## config.mk

```make
export PLATFORM = sky130hd
export DESIGN_NAME = alarm_editor
export DESIGN_NICKNAME = d
export VERILOG_FILES = /design/src/rtl/alarm_pkg.sv /design/src/rtl/bcd_wrap_step.sv /design/src/rtl/alarm_editor.sv
export SDC_FILE = /design/constraint.sdc
export NUM_CORES = 1
export LEC_CHECK = 0
export BUFFER_PORTS_ARGS = -buffer_cell sky130_fd_sc_hd__buf_2
export CELL_PAD_IN_SITES_DETAIL_PLACEMENT = 0
export CELL_PAD_IN_SITES_GLOBAL_PLACEMENT = 1
export CORE_UTILIZATION = 42
export CTS_BUF_LIST = sky130_fd_sc_hd__clkbuf_4
export CTS_CLUSTER_DIAMETER = 200
export DETAILED_ROUTE_END_ITERATION = 10
export PLACE_DENSITY_LB_ADDON = 0.08
export SLEW_MARGIN = 10
export SYNTH_ARGS = -nofsm -noshare
export SYNTH_HDL_FRONTEND = slang
export SYNTH_SLANG_ARGS = --single-unit
```

## constraint.sdc

```tcl
create_clock -name clk -period 3.7 [get_ports clk]
set_input_delay 0.555 -clock clk [delete_from_list [all_inputs] [get_ports clk]]
set_output_delay 0.555 -clock clk [all_outputs]
set_load 0.005 [all_outputs]
```

## src/rtl/alarm_pkg.sv

```systemverilog
// Shared definitions for the alarm editor: FSM states, field codes and BCD limits.
// Pure declarations; no timing or flow control.
package alarm_pkg;

  typedef enum logic [2:0] {
    ST_IDLE,
    ST_LOAD,
    ST_EDIT_H,
    ST_EDIT_M,
    ST_EDIT_S,
    ST_COMMIT
  } state_e;

  localparam logic [1:0] FIELD_NONE = 2'd0;
  localparam logic [1:0] FIELD_H    = 2'd1;
  localparam logic [1:0] FIELD_M    = 2'd2;
  localparam logic [1:0] FIELD_S    = 2'd3;

  localparam logic [7:0] HOUR_MAX   = 8'h23;
  localparam logic [7:0] MINSEC_MAX = 8'h59;
  localparam int         NUM_ALARMS = 3;

  function automatic logic is_edit(input state_e s);
    return (s == ST_EDIT_H) || (s == ST_EDIT_M) || (s == ST_EDIT_S);
  endfunction

  function automatic logic [1:0] state_field(input state_e s);
    case (s)
      ST_EDIT_H: return FIELD_H;
      ST_EDIT_M: return FIELD_M;
      ST_EDIT_S: return FIELD_S;
      default:   return FIELD_NONE;
    endcase
  endfunction

endpackage

```

## src/rtl/bcd_wrap_step.sv

```systemverilog
// Combinational BCD +1/-1 with wrap between 00 and max_i; zero latency.
// Invalid BCD or out-of-range input snaps to 00 on any step request.
module bcd_wrap_step (
  input  logic [7:0] value_i,
  input  logic [7:0] max_i,
  input  logic       up_i,
  input  logic       down_i,
  output logic [7:0] next_o
);

  logic valid;

  always_comb begin
    valid  = (value_i[7:4] <= 4'd9) && (value_i[3:0] <= 4'd9) && (value_i <= max_i);
    next_o = value_i;
    if (up_i || down_i) begin
      if (!valid) begin
        next_o = 8'h00;
      end else if (up_i) begin
        if (value_i == max_i)            next_o = 8'h00;
        else if (value_i[3:0] == 4'd9)   next_o = {value_i[7:4] + 4'd1, 4'd0};
        else                             next_o = value_i + 8'd1;
      end else begin
        if (value_i == 8'h00)            next_o = max_i;
        else if (value_i[3:0] == 4'd0)   next_o = {value_i[7:4] - 4'd1, 4'd9};
        else                             next_o = value_i - 8'd1;
      end
    end
  end

endmodule

```

## src/rtl/alarm_editor.sv

```systemverilog
// Button-driven alarm editor: loads readback, edits H/M/S in BCD, commits with a one-cycle set.
// All outputs registered; set rises the cycle after btn_mode in EDIT_S.
module alarm_editor
  import alarm_pkg::*;
#(
  parameter int LOAD_WAIT      = 4,
  parameter int TIMEOUT_CYCLES = 1000,
  parameter int BLINK_HALF     = 250
) (
  input  logic        clk,
  input  logic        rst_n,
  input  logic        btn_mode,
  input  logic        btn_up,
  input  logic        btn_down,
  input  logic        btn_next,
  input  logic        btn_abort,
  input  logic [15:0] cur_year_bcd,
  input  logic [7:0]  cur_month_bcd,
  input  logic [7:0]  cur_day_bcd,
  input  logic [7:0]  rd_hour_bcd,
  input  logic [7:0]  rd_minute_bcd,
  input  logic [7:0]  rd_second_bcd,
  output logic [1:0]  selected_alarm,
  output logic        set,
  output logic [15:0] alarm_year_bcd_in,
  output logic [7:0]  alarm_month_bcd_in,
  output logic [7:0]  alarm_day_bcd_in,
  output logic [7:0]  alarm_hour_bcd_in,
  output logic [7:0]  alarm_minute_bcd_in,
  output logic [7:0]  alarm_second_bcd_in,
  output logic        editing,
  output logic [1:0]  field,
  output logic        blink
);

  localparam int LW = $clog2(LOAD_WAIT + 1);
  localparam int TW = $clog2(TIMEOUT_CYCLES + 1);
  localparam int BW = $clog2(BLINK_HALF + 1);

  state_e         state_q, state_d;
  logic [1:0]     sel_q, sel_d;
  logic           set_q, set_d;
  logic [15:0]    year_q, year_d;
  logic [7:0]     month_q, month_d, day_q, day_d;
  logic [7:0]     hour_q, hour_d, min_q, min_d, sec_q, sec_d;
  logic           editing_q, editing_d;
  logic [1:0]     field_q, field_d;
  logic           blink_q, blink_d;
  logic [LW-1:0]  wait_q, wait_d;
  logic [TW-1:0]  tmo_q, tmo_d;
  logic [BW-1:0]  bcnt_q, bcnt_d;

  logic           step_up, step_dn, any_btn;
  logic [7:0]     step_in, step_max, step_out;

  // One stepper shared by all three fields, selected by the current edit state.
  always_comb begin
    case (state_q)
      ST_EDIT_H: step_in = hour_q;
      ST_EDIT_M: step_in = min_q;
      default:   step_in = sec_q;
    endcase
    step_max = (state_q == ST_EDIT_H) ? HOUR_MAX : MINSEC_MAX;
  end

  bcd_wrap_step u_step (
    .value_i (step_in),
    .max_i   (step_max),
    .up_i    (step_up),
    .down_i  (step_dn),
    .next_o  (step_out)
  );

  always_comb begin
    any_btn = btn_mode | btn_up | btn_down | btn_next | btn_abort;
    state_d = state_q;
    sel_d   = sel_q;
    year_d  = year_q;
    month_d = month_q;
    day_d   = day_q;
    hour_d  = hour_q;
    min_d   = min_q;
    sec_d   = sec_q;
    wait_d  = '0;
    step_up = 1'b0;
    step_dn = 1'b0;

    case (state_q)
      ST_IDLE: begin
        if (btn_abort) begin
          state_d = ST_IDLE;
        end else if (btn_mode) begin
          state_d = ST_LOAD;
          year_d  = cur_year_bcd;
          month_d = cur_month_bcd;
          day_d   = cur_day_bcd;
        end else if (btn_next) begin
          sel_d = (sel_q == 2'(NUM_ALARMS - 1)) ? 2'd0 : sel_q + 2'd1;
        end
      end
      ST_LOAD: begin
        if (btn_abort) begin
          state_d = ST_IDLE;
        end else if (wait_q == LW'(LOAD_WAIT - 1)) begin
          state_d = ST_EDIT_H;
          hour_d  = rd_hour_bcd;
          min_d   = rd_minute_bcd;
          sec_d   = rd_second_bcd;
        end else begin
          wait_d = wait_q + LW'(1);
        end
      end
      ST_EDIT_H, ST_EDIT_M, ST_EDIT_S: begin
        if (btn_abort) begin
          state_d = ST_IDLE;
        end else if (btn_mode) begin
          case (state_q)
            ST_EDIT_H: state_d = ST_EDIT_M;
            ST_EDIT_M: state_d = ST_EDIT_S;
            default:   state_d = ST_COMMIT;
          endcase
        end else if (btn_up) begin
          step_up = 1'b1;
        end else if (btn_down) begin
          step_dn = 1'b1;
        end else if (!any_btn && tmo_q == TW'(TIMEOUT_CYCLES - 1)) begin
          state_d = ST_IDLE;
        end
      end
      default: state_d = ST_IDLE;
    endcase

    if (step_up || step_dn) begin
      case (state_q)
        ST_EDIT_H: hour_d = step_out;
        ST_EDIT_M: min_d  = step_out;
        default:   sec_d  = step_out;
      endcase
    end

    if (!is_edit(state_d) || any_btn || state_d != state_q) tmo_d = '0;
    else                                                     tmo_d = tmo_q + TW'(1);

    // Field entry and every edit restart the blink phase so the new value is visible.
    if (!is_edit(state_d) || state_d != state_q || step_up || step_dn) begin
      blink_d = 1'b1;
      bcnt_d  = '0;
    end else if (bcnt_q == BW'(BLINK_HALF - 1)) begin
      blink_d = ~blink_q;
      bcnt_d  = '0;
    end else begin
      blink_d = blink_q;
      bcnt_d  = bcnt_q + BW'(1);
    end

    set_d     = (state_d == ST_COMMIT);
    editing_d = (state_d != ST_IDLE);
    field_d   = state_field(state_d);
  end

  always_ff @(posedge clk or negedge rst_n) begin
    if (!rst_n) begin
      state_q   <= ST_IDLE;
      sel_q     <= '0;
      set_q     <= 1'b0;
      year_q    <= '0;
      month_q   <= '0;
      day_q     <= '0;
      hour_q    <= '0;
      min_q     <= '0;
      sec_q     <= '0;
      editing_q <= 1'b0;
      field_q   <= FIELD_NONE;
      blink_q   <= 1'b1;
      wait_q    <= '0;
      tmo_q     <= '0;
      bcnt_q    <= '0;
    end else begin
      state_q   <= state_d;
      sel_q     <= sel_d;
      set_q     <= set_d;
      year_q    <= year_d;
      month_q   <= month_d;
      day_q     <= day_d;
      hour_q    <= hour_d;
      min_q     <= min_d;
      sec_q     <= sec_d;
      editing_q <= editing_d;
      field_q   <= field_d;
      blink_q   <= blink_d;
      wait_q    <= wait_d;
      tmo_q     <= tmo_d;
      bcnt_q    <= bcnt_d;
    end
  end

  assign selected_alarm      = sel_q;
  assign set                 = set_q;
  assign alarm_year_bcd_in   = year_q;
  assign alarm_month_bcd_in  = month_q;
  assign alarm_day_bcd_in    = day_q;
  assign alarm_hour_bcd_in   = hour_q;
  assign alarm_minute_bcd_in = min_q;
  assign alarm_second_bcd_in = sec_q;
  assign editing             = editing_q;
  assign field               = field_q;
  assign blink               = blink_q;

endmodule

```

# Yosys cells after proc, flatten, opt, wreduce, memory -nomap -nowiden
# Cells that the tools add are included.
# W data, S select, Z words.
dict set report classes {
  eq_ne 15
  muxes 53
  reduce_logical 22
  magnitude_cmp 3
  n_addsub 8
  bitwise 7
}
# cell count
set ops {}
lappend ops {{$mux W8} 23}
lappend ops {{$mux W3} 12}
lappend ops {{$add A8 B1 Y8 const B} 2}
lappend ops {{$pmux W8 S2} 1}
lappend ops {{$eq A3 B2 Y1 const B} 5}
lappend ops {{$mux W1} 11}
lappend ops {{$add A10 B1 Y10 const B} 1}
lappend ops {{$eq A10 B10 Y1 const B} 1}
lappend ops {{$mux W10} 1}
lappend ops {{$eq A3 B3 Y1 const B} 3}
lappend ops {{$pmux W3 S3} 1}
lappend ops {{$eq A8 B7 Y1} 1}
lappend ops {{$eq A8 B8 Y1 const B} 1}
lappend ops {{$le A4 B4 Y1 const B} 2}
lappend ops {{$le A8 B7 Y1} 1}
lappend ops {{$logic_not A8 Y1} 1}
lappend ops {{$logic_or A1 B1 Y1} 8}
lappend ops {{$sub A8 B1 Y8 const B} 1}
lappend ops {{$mux W7} 1}
lappend ops {{$pmux W2 S3} 1}
lappend ops {{$pmux W3 S2} 1}
lappend ops {{$add A4 B1 Y4 const B} 1}
lappend ops {{$eq A4 B4 Y1 const B} 1}
lappend ops {{$logic_not A4 Y1} 1}
lappend ops {{18 further kinds} 26}
dict set report totals {
  wordCells 123
  input_bits 63
  out_inout_bits 63
  regBits 87
}

# Depth between registers and ports, before layout
# Gate-level depths: netlist of run 1.
dict set report logic_depth {
  depth_word 20
  ltp_mapped 14
  ltp_nobuf 11
}

# By module
# From an unflattened synthesis of run 1, not the netlist that was laid out.
dict set report unflattened {
  hier_cells 487
  hier_area_um2 5061.1
}
# module seq_area_each_um2 instances area_per_inst_um2 cells_each
set modules_own_cells {}
lappend modules_own_cells {alarm_editor 2178.3 1 4192.8 355}
lappend modules_own_cells {bcd_wrap_step 0.0 1 868.3 132}

# Worst setup path after synthesis of run 1
# No wires, ideal clock.
dict set report synth_path {
  kind {reg2reg}
  from {register state_q[0]}
  to {register sec_q[6], in the netlist alarm_second_bcd_in[6]}
  setup_ns 0.133
  t_arrival_ns 2.642
  path_buffers 2
  path_stages_with_launch 14
  period_less_slack_ns 2.776
  t_required_ns 3.567
  slack_ns 0.924
  cell_sequence {dfrtp_1 > buf_2 > buf_2 > mux2_2 > mux2_2 > inv_1 > ha_1 > nand2_1 > nor3_1 > o2111ai_1 > o21ai_1 > nor2_1 > o21ai_0 > o21ai_0}
}
dict set report synth_via {
  elab_chain_cells 9
  word_cells_on_any_way 33
  cone_classes {add/sub: 4; order compare: 3; eq/ne: 6; mux: 13; reduce/logical: 7}
}
# element line
set synth_lines {}
lappend synth_lines {{from (decl)} alarm_editor.sv:40} ;# state_e state_q, state_d;
lappend synth_lines {{from (signal assigned)} alarm_editor.sv:179} ;# state_q <= state_d;
lappend synth_lines {{$eq A3 B2 Y1 (on tied branches)} n/a}
lappend synth_lines {{$pmux W8 S2} alarm_editor.sv:58} ;# case (state_q)
lappend synth_lines {{$sub A8 B1 Y8 (tied with other cells)} bcd_wrap_step.sv:26} ;# else next_o = value_i - 8'd1;
lappend synth_lines {{$mux W8 (on tied branches)} {bcd_wrap_step.sv:25, bcd_wrap_step.sv:21}}
lappend synth_lines {{$mux W8 (on tied branches)} {bcd_wrap_step.sv:24, bcd_wrap_step.sv:20}}
lappend synth_lines {{$mux W8} bcd_wrap_step.sv:19} ;# end else if (up_i) begin
lappend synth_lines {{$mux W8} bcd_wrap_step.sv:17} ;# if (!valid) begin
lappend synth_lines {{$mux W8} alarm_editor.sv:134} ;# case (state_q)
lappend synth_lines {{$mux W8 *} alarm_editor.sv:133} ;# if (step_up || step_dn) begin
lappend synth_lines {{net sec_d[6]} alarm_editor.sv:45} ;# logic [7:0] hour_q, hour_d, min_q, min_d, sec_q, sec_d;
lappend synth_lines {{to (signal assigned)} alarm_editor.sv:171} ;# sec_q <= '0;
lappend synth_lines {{to (signal assigned)} alarm_editor.sv:187} ;# sec_q <= sec_d;
lappend synth_lines {{to (decl)} alarm_editor.sv:45}
# Mark *: on every way through the listed nets, which the timed path passes. The rest lies on a longest branch.
# A chain may end at the register's enable or synchronous reset.

# Worst setup path after layout of run 1
dict set report layout_path {
  from {register state_q[1]}
  to {register sec_q[6], in the netlist alarm_second_bcd_in[6]}
}
# Same word-level chain as after synthesis.

==> results of run 1 <==
[state kept, by name (all words and copies together), names as in the netlist]
signal / cells
alarm_year_bcd_in: 16
tmo_q: 10
alarm_day_bcd_in: 8
alarm_hour_bcd_in: 8
alarm_minute_bcd_in: 8
alarm_month_bcd_in: 8
alarm_second_bcd_in: 8
bcnt_q: 8
state_q: 3
wait_q: 3
field: 2
selected_alarm: 2
blink: 1
editing: 1
set: 1
[critical path, cell delays in order, from the launching register on]
cell and delay (ns):
dfrtp_1 0.47, nor2b_1 0.28, buf_12 0.20, mux2_2 0.42
inv_1 0.14, ha_1 0.21, nand2_1 0.08, nor3_1 0.14
o2111ai_1 0.26, o21ai_1 0.33, nor2_1 0.08, o21ai_0 0.37
o21ai_0 0.16
[cells in the mapped netlist (2+ instances only)]
library cell	n	area, sq um
dfrtp_1	86	2152
mux2_2	58	653.1
nor2_1	49	183.9
nand2_1	42	157.7
a21oi_1	27	135.1
o21ai_0	26	130.1
nand3_1	18	90.09
ha_1	16	200.2
inv_1	16	60.06
mux2i_1	13	130.1
xnor2_1	10	87.58
nor3_1	8	40.04
xor2_1	7	61.31
buf_2	6	30.03
and3_1	5	31.28
nand4_1	5	31.28
o21ai_1	5	25.02
clkbuf_1	4	15.01
nor4_1	4	25.02
o211ai_1	4	30.03
or2_2	4	25.02
a21o_1	3	22.52
a31oi_1	3	18.77
buf_1	3	11.26
nand2b_1	3	18.77
nand3b_1	3	22.52
nor2b_1	3	18.77
o2111ai_1	3	26.28
or3_1	3	18.77
a211oi_1	2	15.01
a31o_2	2	17.52
and2_1	2	12.51
buf_4	2	15.01
mux2_4	2	30.03
mux2i_2	2	27.53
nor3b_1	2	15.01
o221ai_1	2	17.52
[worst min path at each step]
stage | endpoint | slack, ns | cells past startpoint | startpoint
floorplan | alarm_day_bcd_in[0] | 0.26 | 0 | rst_n
global placement | wait_q[0] | 0.43 | 1 | wait_q[0]
detailed placement | wait_q[0] | 0.43 | 1 | wait_q[0]
CTS | bcnt_q[1] | 0.26 | 1 | rst_n
global route | alarm_day_bcd_in[1] | 0.26 | 2 | cur_day_bcd[1]
finish | bcnt_q[1] | 0.22 | 1 | rst_n
[power by group]
part / switching, mW / total (mW) / internal, mW / leakage (nW)
registers: 0.0726 / 1.14 / 1.07 / 1.13
logic: 0.265 / 0.533 / 0.268 / 1.63
clock network: 0.358 / 0.634 / 0.276 / 0.0855
[stage by stage]
| step | utilization (%) | worst slack [ns] | std cells | total power, mW | hold slack [ns] |
|---|---|---|---|---|---|
| 2_1_floorplan | - | 0.9243 | 468 | 1.437 | 0.2594 |
| 3_3_place_gp | 51.03 | 0.5810 | 727 | 1.685 | 0.4257 |
| 3_5_place_dp | 51.03 | 0.4848 | 727 | 1.691 | 0.4273 |
| 4_1_cts | 52.53 | 0.4595 | 743 | 2.332 | 0.2571 |
| 5_1_grt | 52.53 | 0.1634 | 743 | 2.431 | 0.2641 |
| 6_report | 52.55 | 0.4351 | 744 | 2.305 | 0.2206 |
[cells by family after synthesis]
group                      after synthesis
DFF                                     87
and+or+nand+nor                        154
AOI/OAI and AO/OA                       85
muxes                                   76
adders and majority gates               16
xor gates and xnor gates                17
buffers and inverters                   33
[layer usage]
layer | up-vias | GRT usage (%) | routed length, um
met5 | - | 0 | 0
met4 | 0 | 7.432 | 268
met3 | 22 | 7.655 | 955
met2 | 141 | 31.87 | 5272
met1 | 1892 | 31.32 | 5994
li1 | 1921 | - | -
[cell usage in the layout (no fill, tap or decap), types with 3 or more instances in the layout]
| cell | instances |
|---|---|
| nand3b_1 | 3 |
| or2_2 | 4 |
| nand2_1 | 42 |
| and3_1 | 5 |
| nor2b_1 | 3 |
| a21oi_1 | 27 |
| nand4_1 | 5 |
| inv_1 | 16 |
| nand2b_1 | 3 |
| buf_4 | 10 |
| nor3_1 | 8 |
| o21ai_1 | 5 |
| o21ai_0 | 26 |
| xor2_1 | 7 |
| a21o_1 | 3 |
| xnor2_1 | 10 |
| mux2_2 | 58 |
| o2111ai_1 | 3 |
| ha_1 | 16 |
| nor2_1 | 49 |
| dfrtp_1 | 86 |
| a31oi_1 | 3 |
| mux2i_1 | 13 |
| nor4_1 | 4 |
| nand3_1 | 18 |
| clkbuf_4 | 9 |
| o211ai_1 | 4 |
| or3_1 | 3 |
| buf_2 | 124 |
[cell type report]
cell class / instances / area (sq um) / share of cell area [%]
inverters: 17 / 63.81 / 1.110
clock inverters: 7 / 96.34 / 1.676
repair buffers: 135 / 715.7 / 12.45
multi-input cells: 348 / 2447 / 42.59
flip-flops and latches: 87 / 2178 / 37.91
well taps: 140 / 175.2 / 3.048
diodes: 1 / 2.502 / 0.04354
clock buffers: 9 / 67.56 / 1.176
==> results_tabular.tex, run 1 <==
\begin{tabular}{lr}
\hline
Metric & Value \\
\hline
\multicolumn{2}{l}{\textbf{Status}} \\
Run status & complete, no violations \\
\multicolumn{2}{l}{\textbf{Drt}} \\
Total detailed-routing wirelength & 12490 um \\
Detailed-router iteration count before antenna repair & 4 \\
Drt via density & 5.344 \\
DRC errors left & 0 \\
Routed wire length per instance & 16.79 um \\
Vias after detailed routing & 3976 \\
Routed Antenna Nets & 0 \\
Count of routing violations after the opening detailed-route iteration & 171 \\
\multicolumn{2}{l}{\textbf{Synth}} \\
Share of synthesized area occupied by flip-flops and latches & $\sim$46\% \\
Async SR Flop Fraction & 100.0\% \\
Combinational family with the most area after synthesis & multiplexers \\
Combined area of all synthesized cells & 4772 sq um \\
Top\_reg\_cell synth & dfrtp\_1 \\
Simple-gate share of the synthesized area & approximately 15\% \\
Synth Warn \# & 0 \\
XOR/XNOR Fraction of Synth Area & under 10\% \\
Synthesized net count & 547 \\
Average cell area after synthesis & 10.20 sq um \\
Share of synthesized cell area in full adder, half adder and majority cells & 4.195\% \\
Complex-gate fraction of the synthesized area & 10.78\% \\
Multiplexer share of the synthesized area & 18.09\% \\
Unique cell type count in the Yosys netlist & 52 \\
Count of flip-flops with a built-in enable after synthesis & 0 \\
Flops \& latches, synth & 87 \\
Syn Inst Count & 468 \\
\multicolumn{2}{l}{\textbf{Global route}} \\
Total Routing Usage GR & 22.30\% \\
Initial antenna violation count & 0 \\
Global-route congestion overflow total & 0 \\
First-pass GRT wire length & approximately 20000 um \\
Vias in the first global route & 3927 \\
Largest net degree at the start of global routing & between 80 and 90 \\
\multicolumn{2}{l}{\textbf{Finish}} \\
Synthesis-to-layout area growth & 20.42\% \\
FILL cells & 1054 \\
Area of all placed cells without fillers & between 5000 and 6000 sq um \\
Number of nets at the end of the flow & 677 \\
Share of layout cells above drive strength 1 & 37.31\% \\
\multicolumn{2}{l}{\textbf{Critical path}} \\
Critical Path Start Type & flip-flop \\
Reg2Reg Capture Point & alarm\_second\_bcd\_in[6] \\
Start point of the critical path & state\_q[1] \\
Largest fanout on the critical path & 15 \\
Data required, critical path & around 4.0 ns \\
Crit. End Element & flip-flop \\
Critical path arrival & 3.60 ns \\
R2R Path Start & state\_q[1] \\
Setup slack on the worst flop-to-flop path & 0.44 ns \\
Count of cells along the worst register-to-register path & 12 \\
Critical path start-end classification & reg2reg \\
Setup crit end & alarm\_second\_bcd\_in[6] \\
\multicolumn{2}{l}{\textbf{Clock network}} \\
Clock-pin slew of the registers on the worst-case setup and hold paths & between 0.15 and 0.2 ns \\
H-tree levels & 3 \\
Worst-Skew Late Latency & between 0.4 and 0.5 ns \\
Clock tree from TritonCTS & yes \\
PostCTS Resize Cnt & 0 \\
Clock root buffer & clkbuf\_4 \\
Number of setup buffers added after CTS & 0 \\
\# hold bufs at CTS & 0 \\
Number of CTS-inserted buffers & 9 \\
Number of clock sinks & 87 \\
Max Root-Sink Buffers & 2 \\
\multicolumn{2}{l}{\textbf{Die}} \\
Initial standard-cell utilization of the core & 43.64\% \\
Die X-Extent & 108.6 um \\
Core outline area & roughly 11000 sq um \\
Die boundary height & around 110 um \\
Die outline area & 11790 sq um \\
Num ports & about 130 \\
Number of cell rows & 38 \\
\multicolumn{2}{l}{\textbf{STA}} \\
Setup violations, final & 0 \\
Period Utilization, post-route & between 80\% and 90\% \\
Transition at the pin with the smallest max-transition slack & 1.052 ns \\
Final slew viol count & 0 \\
Final worst clock skew & 0.02165 ns \\
Final hold vios & 0 \\
Rel. slew slack & 29.90\% \\
Timing-limited maximum frequency & 306.3 MHz \\
Setup TNS & 0 ns \\
Unrepaired setup endpoints after global routing & no \\
Post-route minimum period & between 3 and 4 ns \\
\multicolumn{2}{l}{\textbf{Placement}} \\
Count of buffers inserted at the top-level ports & approximately 130 \\
HPWL after DPL & just over 9000 um \\
Placed Area & 5580 sq um \\
GPL Wtd Cong & just under 1 \\
\multicolumn{2}{l}{\textbf{Worst hold path}} \\
Tightest Hold Check Type & in2async \\
\multicolumn{2}{l}{\textbf{Power}} \\
Power Density & 401.0 nW/um\^{}2 \\
Leakage power summed over all cells & 2.841 nW \\
Peak ir drop on the vdd network & 0.0002904 V \\
\multicolumn{2}{l}{\textbf{Job}} \\
Count of maximum capacitance violations & 0 \\
\hline
\end{tabular}
Note: power is estimated with default switching activity, not from simulation.
==> inputs of run 2 (changes only) <==
--- a/config.mk
+++ b/config.mk
@@ -8,7 +8,7 @@
 export BUFFER_PORTS_ARGS = -buffer_cell sky130_fd_sc_hd__buf_2
 export CELL_PAD_IN_SITES_DETAIL_PLACEMENT = 0
 export CELL_PAD_IN_SITES_GLOBAL_PLACEMENT = 1
-export CORE_UTILIZATION = 42
+export CORE_UTILIZATION = 38
 export CTS_BUF_LIST = sky130_fd_sc_hd__clkbuf_4
 export CTS_CLUSTER_DIAMETER = 200
 export DETAILED_ROUTE_END_ITERATION = 10
==> constraint.sdc (replaced) <==
create_clock -name clk -period 2.9 [get_ports clk]
set_input_delay 0.435 -clock clk [delete_from_list [all_inputs] [get_ports clk]]
set_output_delay 0.435 -clock clk [all_outputs]
set_load 0.005 [all_outputs]
==> run 2 against run 1 <==
Net effect:
- via count up 2.5%
- flip-flop and latch count stayed put
- critical path type unchanged
- cell count up 6.9%
- critical path depth did not move
- die area rose by 10%
- final area grew 4.4%
- critical endpoint is now alarm_second_bcd_in[7]
- largest cell class unchanged
- hold slack worse by 0.22 ns
- the run now ends with hold timing left
- wire length up 4.6%
==> results_tabular.tex, run 2 (synthesized netlist as in run 1, its figures left out) <==
\begin{tabular}{lr}
\hline
Metric & Value \\
\hline
\multicolumn{2}{l}{\textbf{Placement}} \\
HPWL after DPL & 9840 um (+5.8\%) \\
GPL Wtd Cong & 0.9037 (-6.8\%) \\
Cell total after placement & 772 (+6.2\%) \\
Count of buffers inserted at the top-level ports & 125 (unchanged) \\
Placed Area & 5743 sq um (+2.9\%) \\
\multicolumn{2}{l}{\textbf{Critical path}} \\
Maximum single-stage delay on the critical path & 0.41 ns (-0.06 ns) \\
Critical path arrival & 3.18 ns (-0.42 ns) \\
Critical path, cell by cell & nor2b\_2, buf\_6, buf\_4, mux2\_4, ha\_1, buf\_4, inv\_1, o311ai\_0, a31o\_2, a21oi\_2, nor2\_1, a21oi\_1 \\
Count of cells along the worst register-to-register path & 12 (unchanged) \\
Dominant cell type by count on the critical path & buf\_4 \\
Critical Path Start Type & flip-flop \\
Data required, critical path & 3.30 ns (-0.74 ns) \\
Family with the most delay on the worst path & compound AO/OA/AOI/OAI gates \\
Crit. End Element & flip-flop \\
Largest fanout on the critical path & 6 (-9) \\
Critical path start-end classification & reg2reg \\
Critical path buffers and inverters & 4 (+2) \\
Cell with the biggest individual delay on the critical path & dfrtp\_1 \\
Crit path depth & 12 (unchanged) \\
\multicolumn{2}{l}{\textbf{Die}} \\
Num ports & 126 (unchanged) \\
Die boundary height & 114.1 um (+5.0\%) \\
Die outline area & 13010 sq um (+10\%) \\
Die X-Extent & 114.1 um (+5.0\%) \\
Number of cell rows & 40 (+5.3\%) \\
Initial standard-cell utilization of the core & 39.40\% (-4.2 points) \\
Core outline area & 12110 sq um (+11\%) \\
\multicolumn{2}{l}{\textbf{STA}} \\
Timing-limited maximum frequency & 359.3 MHz (+17\%) \\
Transition at the pin with the smallest max-transition slack & 0.9044 ns (-0.1472 ns) \\
Final slew viol count & 0 (unchanged) \\
Post-route minimum period & 2.783 ns (-0.4819 ns) \\
Worst hold slack & -0.002404 ns (-0.2230 ns) \\
Period Utilization, post-route & 95.97\% (+7.7 points) \\
Final hold vios & 1 (+1) \\
Final worst clock skew & 0.01576 ns (-0.005894 ns) \\
Setup TNS & 0 ns (unchanged) \\
Setup violations, final & 0 (unchanged) \\
Rel. slew slack & 38.94\% (+9.0 points) \\
\multicolumn{2}{l}{\textbf{Clock network}} \\
\# hold bufs at CTS & 0 (unchanged) \\
Clock tree from TritonCTS & yes \\
Clock root buffer & clkbuf\_4 \\
Number of clock sinks & 87 (unchanged) \\
Number of CTS-inserted buffers & 9 (unchanged) \\
Worst-Skew Late Latency & 0.46 ns (-0.02 ns) \\
Clock-pin slew of the registers on the worst-case setup and hold paths & 0.14 ns (-0.02 ns) \\
H-tree levels & 3 (unchanged) \\
Max Root-Sink Buffers & 2 (unchanged) \\
\multicolumn{2}{l}{\textbf{Drt}} \\
DRC errors left & 0 (unchanged) \\
Routed wire length per instance & 16.44 um (-2.1\%) \\
Detailed-router iteration count before antenna repair & 4 (unchanged) \\
Total detailed-routing wirelength & 13070 um (+4.6\%) \\
Count of routing violations after the opening detailed-route iteration & 220 (+29\%) \\
Vias after detailed routing & 4077 (+2.5\%) \\
Routed Antenna Nets & 0 (unchanged) \\
Drt via density & 5.128 (-4.0\%) \\
\multicolumn{2}{l}{\textbf{Finish}} \\
Number of nets at the end of the flow & 701 (+3.5\%) \\
Area of all placed cells without fillers & 5998 sq um (+4.4\%) \\
Most common library cell in the layout ignoring fill and taps & buf\_2 \\
\# diodes & 0 (-1) \\
Synthesis-to-layout area growth & 25.69\% \\
Number of flip-flops under the largest register name & 16 (unchanged) \\
Number of cells in the finished layout apart from fillers & 795 (+6.9\%) \\
Share of layout cells above drive strength 1 & 42.42\% (+5.1 points) \\
Most used cells in the layout excluding fill and tap cells & 124 x buf\_2, 85 x dfrtp\_1, 56 x mux2\_2 \\
Final core utilization & 49.52\% (-3.0 points) \\
\multicolumn{2}{l}{\textbf{Power}} \\
Peak ir drop on the vdd network & 0.0003493 V (+20\%) \\
Switching Fraction & 31.68\% (+1.5 points) \\
Internal power & 1.938 mW (+20\%) \\
Net switching power figure & 0.8983 mW (+29\%) \\
Part of the total power dissipated in sequential elements & 51.4\% (+2.0 points) \\
Combinational Power Share & 26.3\% (+3.2 points) \\
Clock share of power & 22.3\% (-5.2 points) \\
Leakage power summed over all cells & 2.949 nW (+3.8\%) \\
Power, Total & 2.836 mW (+23\%) \\
Power Density & 472.8 nW/um\^{}2 (+18\%) \\
\multicolumn{2}{l}{\textbf{Global route}} \\
First-pass GRT wire length & 20870 um (+5.7\%) \\
Largest net degree at the start of global routing & 56 (-33\%) \\
Initial antenna violation count & 0 (unchanged) \\
Vias in the first global route & 4084 (+4.0\%) \\
Total Routing Usage GR & 21.11\% (-1.2 points) \\
Global-route congestion overflow total & 0 (unchanged) \\
\multicolumn{2}{l}{\textbf{Status}} \\
Violated checks & hold timing \\
Run status & finished, violations left \\
\multicolumn{2}{l}{\textbf{Job}} \\
Count of maximum capacitance violations & 0 (unchanged) \\
\multicolumn{2}{l}{\textbf{Worst hold path}} \\
Tightest Hold Check Type & in2async \\
\hline
\end{tabular}
==> run 2: worst paths after layout <==
check,start,to,slack [ns]
max in group asynchronous,rst_n,field[1],2.24
min in group clk,cur_year_bcd[15],alarm_year_bcd_in[15],0.20
min,rst_n,bcnt_q[6],-0.002
min reg2reg,wait_q[0],wait_q[0],0.45
max,state_q[2],alarm_second_bcd_in[7],0.12
max reg2reg,state_q[2],alarm_second_bcd_in[7],0.12
==> run 2: cell type report <==
| class | count | area (sq um) |
|---|---|---|
| Multi-Input combinational cell | 348 | 2529 |
| Clock inverter | 5 | 33.78 |
| Timing Repair Buffer | 159 | 899.6 |
| Clock buffer | 11 | 82.58 |
| Tap cell | 168 | 210.2 |
| Fill cell | 1194 | 6113 |
| Inverter | 17 | 63.81 |
| Sequential cell | 87 | 2180 |
==> run 2: per-layer routing <==
metal	wire length (um)	vias to the layer above	global-route usage, %
li1	-	1966	-
met1	5768	1947	28.09
met2	6039	145	32.97
met3	1039	19	5.453
met4	221	0	8.225
met5	0	-	0
==> run 2: power by group through the flow <==
stage	combinational [mW]	sequential [mW]	clock (mW)
floorplan	0.358	1.48	0
global placement	0.708	1.47	0
detailed placement	0.713	1.48	0
CTS	0.724	1.46	0.661
global route	0.820	1.48	0.718
finish	0.747	1.46	0.632
==> run 2: repair_timing <==
item	4_1_cts	5_1_grt
gates resized for setup	4	25
setup endpoints to repair	12	24
cloned	0	1
buffers inserted	2	4
pin swaps	1	10
==> run 2: metrics by stage <==
step                setup WS (ns)  hold WS (ns)
CTS                       0.02370      0.009351
global placement         -0.05144        0.4206
global route             -0.03464       0.03283
finish                     0.1169     -0.002404
detailed placement        -0.1038        0.4396
floorplan                  0.1243        0.1394
